**src/rtl/ising_run_sampler.sv**
```systemverilog
`default_nettype none
// +--------------------------------------------------------------------------+
// | ising_run_sampler: oscillator-array run controller and phase-to-spin     |
// | readout. Optional ISING_SAMPLER_CNT_READ_EN adds final-count readback.   |
// | Revision: 1.0                                                            |
// +--------------------------------------------------------------------------+
module ising_run_sampler #(
    parameter int NUM_SPINS  = 8,
    parameter int RST_CYCLES = 4,
    parameter int CNT_W      = 16,
    localparam int IDX_W     = (NUM_SPINS > 1) ? $clog2(NUM_SPINS) : 1
) (
    input  logic                 clk,
    input  logic                 axi_rstn,
    input  logic                 start,
    input  logic                 abort,
    input  logic [31:0]          run_len,
    input  logic [CNT_W-1:0]     sample_len,
    input  logic [NUM_SPINS-1:0] phase_in,
`ifdef ISING_SAMPLER_CNT_READ_EN
    input  logic [IDX_W-1:0]     rd_idx,
    output logic [CNT_W-1:0]     rd_count,
`endif
    output logic                 ising_rstn,
    output logic                 busy,
    output logic                 done,
    output logic [NUM_SPINS-1:0] spins
);

    typedef enum logic [2:0] {
        S_IDLE   = 3'd0,
        S_RESET  = 3'd1,
        S_RUN    = 3'd2,
        S_SAMPLE = 3'd3,
        S_DONE   = 3'd4
    } state_t;

    state_t                r_state;
    state_t                w_next;
    logic [NUM_SPINS-1:0]  r_ph_meta;
    logic [NUM_SPINS-1:0]  r_ph_s;
    logic [NUM_SPINS-1:0]  w_mis;
    logic [NUM_SPINS-1:0]  w_spin;
    logic [31:0]           r_run_len;
    logic [31:0]           r_timer;
    logic [CNT_W-1:0]      r_win_len;
    logic [CNT_W-1:0]      r_cnt [NUM_SPINS];
    logic                  w_accept;
    logic                  w_enter_sample;

    always_ff @(posedge clk or negedge axi_rstn) begin
        if (!axi_rstn) begin
            r_ph_meta <= '0;
            r_ph_s    <= '0;
        end else begin
            r_ph_meta <= phase_in;
            r_ph_s    <= r_ph_meta;
        end
    end

    assign w_mis          = r_ph_s ^ {NUM_SPINS{r_ph_s[0]}};
    assign busy           = (r_state == S_RESET) || (r_state == S_RUN) || (r_state == S_SAMPLE);
    assign w_accept       = start && !abort && (r_state == S_IDLE);
    assign w_enter_sample = (r_state != S_SAMPLE) && (w_next == S_SAMPLE);

    always_comb begin
        w_next = r_state;
        case (r_state)
            S_IDLE:   if (start) w_next = S_RESET;
            S_RESET:  if (r_timer == 32'(RST_CYCLES - 1))
                          w_next = (r_run_len == 32'd0) ? S_SAMPLE : S_RUN;
            S_RUN:    if (r_timer == r_run_len - 32'd1) w_next = S_SAMPLE;
            S_SAMPLE: if (r_timer == 32'(r_win_len) - 32'd1) w_next = S_DONE;
            S_DONE:   w_next = S_IDLE;
            default:  w_next = S_IDLE;
        endcase
        if (abort) w_next = S_IDLE;
    end

    always_ff @(posedge clk or negedge axi_rstn) begin
        if (!axi_rstn) begin
            r_state   <= S_IDLE;
            r_timer   <= '0;
            r_run_len <= '0;
            r_win_len <= '0;
        end else begin
            r_state <= w_next;
            if (w_next != r_state)
                r_timer <= '0;
            else if (busy)
                r_timer <= r_timer + 32'd1;
            if (w_accept) begin
                r_run_len <= run_len;
                r_win_len <= (sample_len == '0) ? CNT_W'(1) : sample_len;
            end
        end
    end

    // Array reset comes straight from a flop so the coupled cells never see a decode glitch.
    always_ff @(posedge clk or negedge axi_rstn) begin
        if (!axi_rstn) begin
            ising_rstn <= 1'b0;
            done       <= 1'b0;
            spins      <= '0;
        end else if (abort) begin
            ising_rstn <= 1'b0;
            done       <= 1'b0;
        end else if (w_accept) begin
            ising_rstn <= 1'b0;
            done       <= 1'b0;
        end else begin
            if (r_state == S_RESET && w_next != S_RESET)
                ising_rstn <= 1'b1;
            if (r_state == S_DONE) begin
                done  <= 1'b1;
                spins <= w_spin;
            end
        end
    end

    assign w_spin[0] = 1'b0;

    generate
        for (genvar i = 0; i < NUM_SPINS; i++) begin : g_spin
            always_ff @(posedge clk or negedge axi_rstn) begin
                if (!axi_rstn)
                    r_cnt[i] <= '0;
                else if (w_enter_sample)
                    r_cnt[i] <= '0;
                else if (r_state == S_SAMPLE && w_mis[i] && r_cnt[i] != '1)
                    r_cnt[i] <= r_cnt[i] + CNT_W'(1);
            end
            if (i > 0) begin : g_decide
                // Majority vote at CNT_W+1 bits; an exact tie resolves to 0.
                assign w_spin[i] = {r_cnt[i], 1'b0} > {1'b0, r_win_len};
            end
        end
    endgenerate

`ifdef ISING_SAMPLER_CNT_READ_EN
    logic [CNT_W-1:0] r_final [NUM_SPINS];

    generate
        for (genvar j = 0; j < NUM_SPINS; j++) begin : g_final
            always_ff @(posedge clk or negedge axi_rstn) begin
                if (!axi_rstn)
                    r_final[j] <= '0;
                else if (r_state == S_DONE && !abort)
                    r_final[j] <= r_cnt[j];
            end
        end
    endgenerate

    always_ff @(posedge clk or negedge axi_rstn) begin
        if (!axi_rstn)
            rd_count <= '0;
        else if (32'(rd_idx) < NUM_SPINS)
            rd_count <= r_final[rd_idx];
        else
            rd_count <= '0;
    end
`endif

endmodule
`default_nettype wire

```
**config.mk**
```make
export PLATFORM = sky130hd
export DESIGN_NAME = ising_run_sampler
export DESIGN_NICKNAME = d
export VERILOG_FILES = /design/src/rtl/ising_run_sampler.sv
export SDC_FILE = /design/constraint.sdc
export NUM_CORES = 1
export LEC_CHECK = 0
export ABC_AREA = 1
export BUFFER_PORTS_ARGS = -buffer_cell sky130_fd_sc_hd__buf_2
export CORE_AREA = 2 2 248 250
export CTS_CLUSTER_SIZE = 25
export DETAILED_ROUTE_END_ITERATION = 8
export DIE_AREA = 0 0 250 252
export PLACE_DENSITY = 0.5
export REMOVE_ABC_BUFFERS = 1
export SLEW_MARGIN = 15
export SYNTH_ARGS = -nofsm -noshare
export SYNTH_HDL_FRONTEND = slang
export SYNTH_SLANG_ARGS = --single-unit
```
**constraint.sdc**
```tcl
create_clock -name clk -period 4 [get_ports clk]
set_input_delay 0.2 -clock clk [delete_from_list [all_inputs] [get_ports clk]]
set_output_delay 0.2 -clock clk [all_outputs]
set_load 0.01 [all_outputs]
```
# --- Yosys cells after proc, flatten, opt, wreduce, memory -nomap -nowiden ---
# Cells that the tools add are included.
op_classes:
  addsub: 10
  order_cmp: 7
  eq_ne: 18
  muxes: 30
  bitwise: 3
  reduce_logical: 35
ops:
  columns: ["operator", "n"]
  rows:
  - ["$mux 16", 15]
  - ["$gt 17x16->1", 7]
  - ["$add 16x1->16 const B", 7]
  - ["$ne 16x16->1 const B", 7]
  - ["$eq 32x32->1", 2]
  - ["$mux 32", 2]
  - ["$add 32x1->32 const B", 1]
  - ["$eq 32x2->1 const B", 1]
  - ["$logic_not 32->1", 1]
  - ["$sub 32x1->32 const B", 1]
  - ["$logic_and 1x1->1", 18]
  - ["$sub 16x1->17 const B", 1]
  - ["$logic_not 16->1", 1]
  - ["$reduce_bool 2->1", 8]
  - ["$mux 3", 5]
  - ["$pmux 3 s4", 1]
  - ["$eq 3x2->1 const B", 3]
  - ["$xor 8x8->8", 1]
  - ["$mux 1", 7]
  - ["$reduce_bool 3->1", 2]
  - ["$eq 3x1->1 const B", 1]
  - ["$eq 3x3->1 const B", 1]
  - ["$logic_not 3->1", 1]
  - ["$ne 3x1->1 const B", 1]
  - ["other kinds (6)", 8]
word_totals:
  regBits: 220

# --- Depth between registers and ports, before layout ---
depth:
  depth_word: 10
  depth_mapped: 21
  ltp_nobuf: 20

# --- Least setup slack after synthesis ---
# Ideal clock, no wire load.
synth_path:
  path_kind: "flip-flop to flip-flop"
  start: "register r_win_len[1]"
  end: "register r_cnt[74] (netlist name)"
  setup_ns: 0.125
  t_arrival_ns: 2.428
  t_required_ns: 3.875
  setup_slack_ns: 1.447
  path_stages_with_launch: 20
  path_buffers: 2
  cell_sequence: "dfrtp_1 inv_1 ha_1 nand3_1 nor2_4 nand2_1 nand2_1 nand2_1 nand2_1 nand2_1 nand2_1 nor2_1 nand3_1 nand2_1 nand2_1 nand2_1 nor3_4 buf_4 buf_6 nor2_1"
synth_via:
  elab_chain_len: 8
synth_rtl:
  columns: ["element", "line_no", "source"]
  rows:
  - ["start: declaration", "46", "logic [CNT_W-1:0] r_win_len;"]
  - ["start signal: assignment", "94", "r_win_len <= (sample_len == '0) ? CNT_W'(1) : sample_len;"]
  - ["$sub 16x1->17 (*)", "73", "S_SAMPLE: if (r_timer == 32'(r_win_len) - 32'd1) w_next = S_DONE;"]
  - ["$eq 32x32->1 (*)", "73", null]
  - ["$mux 3 (*)", "73", null]
  - ["$pmux 3 s4 (*)", "68", "case (r_state)"]
  - ["$mux 3 (*)", "77", "if (abort) w_next = S_IDLE;"]
  - ["$eq 3x2->1 (*)", "64", "assign w_enter_sample = (r_state != S_SAMPLE) && (w_next == S_SAMPLE);"]
  - ["$logic_and 1x1->1 (*)", "64", null]
  - ["$mux 16 or $reduce_bool 2->1 (tied branches)", null, null]
  - ["end signal: indexed assignment", "131", "r_cnt[i] <= r_cnt[i] + CNT_W'(1);"]
  - ["end: declaration", "47", "logic [CNT_W-1:0] r_cnt [NUM_SPINS];"]
# Mark *: on every way between the ends. The rest lies on a longest branch, timed or not.
# A chain may end at the register's enable or synchronous reset.

# --- Worst setup path after layout ---
layout_path:
  start: "register r_run_len[5]"
  end: "register r_cnt[28] (netlist name)"
layout_via:
  elab_chain_len: 8
layout_rtl:
  columns: ["element", "line_no", "source"]
  rows:
  - ["start: declaration", "44", "logic [31:0] r_run_len;"]
  - ["start signal: assignment", "93", "r_run_len <= run_len;"]
  - ["$sub 32x1->32 or $logic_not 32->1 (tied branches)", "72, 71", null]
  - ["$eq 32x32->1 or $mux 1 (tied branches)", "72, 71", null]
  - ["$mux 3 (on tied branches)", "72, 70", null]
  - ["$pmux 3 s4 (*)", "68", null]
  - ["$mux 3 (*)", "77", null]
  - ["$eq 3x2->1 (*)", "64", null]
  - ["$logic_and 1x1->1 (*)", "64", null]
  - ["$mux 16 or $reduce_bool 2->1 (tied branches)", null, null]
# Marks and branches as above.

==> results.tsv <==
metric	value	unit
R2R cell count	15	
postcts setup bufs	0	
clock slew at reported path FFs	60	ps
Routed WL	43.8	mm
final count of pins violating max slew	0	
GR Util All Layers	13.9	%
Final min period	3450	ps
status	complete, no violations	
antenna violations before repair	0	
CP arrival	3880	ps
Post-synth EDFFs	0	
DRC errors left	0	
Port Buf Inserts	69	
nets	2342	
first-pass detailed-route iteration total	4	
routing usage on met3	1.78	%
vias in the first global route	13600	
Initial Util	24.8	%
first-pass GRT wire length	71.0	mm
root buffer cell	clkbuf_16	
clock buffer depth	3	
final cell count without fillers	2971	
Sinks on Clock Net	220	
Via density	4.56	
Fin. Hold Viols	0	
total congestion overflow	0	
Setup WS pre-CTS	495	ps
drt wl/cell	14.8	µm
Yosys cell types	48	
M1 GR Usage	17.8	%
busiest layer in global routing	met2	
H-tree depth	1	
synthesized area	14900	µm²
commonest non-fill, non-tap cell in the layout	nand2_1	
Clk Latency, worst-skew pair	580	ps
Die H	252	µm
most frequent cells in the layout	488 x nand2_1, 376 x nor2_1, 220 x dfrtp_1	
maximum VDD drop	0.320	mV
final worst slack	551	ps
Hold Crit Depth	4	
Die X	250	µm
Post-DRT Antenna Nets	0	
IO Pins	71	
Setup CP Type	reg2reg	
hold path startpoint	abort	
RSZ-0062 raised after global routing	false	
gpl congestion	0.868	
Final Core Density	29.6	%
FMAX	290	MHz
total CTS buffers	27	
sequential share of the synthesized area	36.9	%
Slowest cell on crit path	nor3_4	
Worst R2R Setup Slack	550	ps
fillers	6561	
Tightest Pin Transition	955	ps
#FFs+latches synth	220	
DR vias	13600	
core area	60100	µm²
Worst setup EP type	register	
Rows	90	
P&R area growth vs syn	19.1	%
worst reg2reg startpoint	r_run_len[5]	
CP Launch Type	register	
clk_skew	32.9	ps
CP Data Required Time	4430	ps
Hold Path Class	in2reg	
Top FF cell, synth	dfrtp_1	
Ys Warns	0	
CTS tree	built	
Largest stage delay, worst path	630	ps
Hold Slack	106	ps
CP Cell Sequence	nor2_1 > nand2_1 > nor2_1 > nand2_1 > o21ai_0 > nand2_1 > nor2_1 > nand2_1 > nor2_1 > nand3_1 > nand3_1 > nand2_1 > nor3_4 > buf_4 > nor2_1	
crit path max fanout	12	
fin crit share	86.2	%
worst reg2reg endpoint	r_cnt[28]	
hold path endpoint	ising_rstn	
Post-synth ARST share	100	%
share of cells above drive strength 1	7.18	%
global routing usage on met2	24.4	%
Pleak	8.49	nW
Synth Area per Inst	7.37	µm²
max_cap viols	0	
placed cell count	2862	
relative slew slack	36.1	%
final setup violation count	0	
Post-DP HPWL	31.7	mm
die area	63000	µm²
Syn Inst Count	2026	
largest net degree at the start of global routing	104	
Pwr Density	545	nW/µm²
number of DRC markers in iteration 0	625	
-- cell families (layout without fill, tap and decap cells) --
| logic type | count (synthesis) | after routing | share of synthesized area, % |
|---|---|---|---|
| AND/OR/NAND/NOR | 1105 | 1105 | 30.9 |
| buffers and inverters | 259 | 421 | 6.88 |
| flip-flops | 220 | 220 | 36.9 |
| AO/OA/AOI/OAI | 176 | 176 | 6.76 |
| XOR/XNOR | 144 | 144 | 8.45 |
| adder cells (fa/ha/maj) | 115 | 115 | 9.64 |
| multiplexers | 6 | 6 | 0.427 |
| other | 1 | 2 | 0.0251 |
-- power breakdown --
group | total, mW | internal, mW | switching (mW)
clock | 2.55 | 1.50 | 1.05
combinational | 3.75 | 1.50 | 2.25
sequential | 3.39 | 2.72 | 0.668
total | 9.68 | 5.72 | 3.97
-- synth_stat cells, types with 6 or more instances --
| cell | n | share of area (%) |
|---|---|---|
| nand2_1 | 488 | 12 |
| nor2_1 | 377 | 9.5 |
| dfrtp_1 | 220 | 37 |
| inv_1 | 218 | 5.5 |
| ha_1 | 115 | 9.6 |
| xor2_1 | 103 | 6.0 |
| nand3_1 | 89 | 3.0 |
| o21ai_0 | 82 | 2.7 |
| nand4_1 | 57 | 2.4 |
| nor3_1 | 51 | 1.7 |
| xnor2_1 | 41 | 2.4 |
| a21oi_1 | 39 | 1.3 |
| clkbuf_1 | 18 | 0.45 |
| nor4_1 | 16 | 0.67 |
| buf_2 | 10 | 0.34 |
| nand3b_1 | 10 | 0.50 |
| a21boi_0 | 8 | 0.40 |
| o21a_1 | 7 | 0.35 |
| a211oi_1 | 6 | 0.30 |
| a2bb2oi_1 | 6 | 0.35 |
| o21ai_1 | 6 | 0.20 |
| o22ai_1 | 6 | 0.25 |
-- final cells by class --
cell class | instances | area (µm²) | area share (%)
Multi-Input combinational cell | 1547 | 8400 | 47.3
Sequential cell | 220 | 5510 | 31.0
Timing Repair Buffer | 149 | 1150 | 6.47
Tap cell | 782 | 978 | 5.50
Inverter | 222 | 833 | 4.69
Clock buffer | 38 | 787 | 4.43
Clock inverter | 12 | 119 | 0.669
Antenna cell | 1 | 2.50 | 0.0141
-- per-stage QoR --
| step | area, µm² | TNS, ps | power (mW) |
|---|---|---|---|
| 2_1_floorplan | 14700 | -19110 | 6.00 |
| 3_3_place_gp | 16300 | 0 | 6.98 |
| 3_5_place_dp | 16300 | 0 | 7.12 |
| 4_1_cts | 17800 | 0 | 9.80 |
| 5_1_grt | 17800 | 0 | 10.5 |
| 6_report | 17800 | 0 | 9.68 |
-- routing by layer --
layer  vias to the layer above  wire length [µm]
li1                       6813                 -
met1                      6447             20500
met2                       232             20600
met3                        66              1480
met4                         0              1230
met5                         -                 0
-- worst max-delay path: cells and delay by family, from the launching register on --
family	cells	cell delay [ps]
AOI/OAI and AO/OA	1	210
buffers and inverters	1	300
DFF	1	420
and+or+nand+nor	13	2420
-- worst max path at each step --
stage          slack [ps]            to  depth (start not counted)          from
2_1_floorplan        -780  r_win_len[0]                          6    r_state[0]
3_3_place_gp          520     r_cnt[92]                         15  r_run_len[2]
3_5_place_dp          490     r_cnt[41]                         15  r_run_len[2]
4_1_cts               510     r_cnt[28]                         15  r_run_len[2]
5_1_grt               230     r_cnt[92]                         15  r_run_len[3]
6_report              550     r_cnt[28]                         15  r_run_len[5]
-- sequential cells by signal, indices dropped and copies added, names as in the netlist --
name,cells
r_timer,32
r_run_len,32
r_ph_meta,8
r_ph_s,8
ising_rstn,1
r_cnt,112
r_state,3
r_win_len,16
done,1
spins,7
-- repair_timing --
item | in CTS | in global routing
hold endpoints to repair | 156 | 0
resized for setup | 0 | 0
hold buffers | 58 | 0
Note: power is estimated with default switching activity, not from simulation.
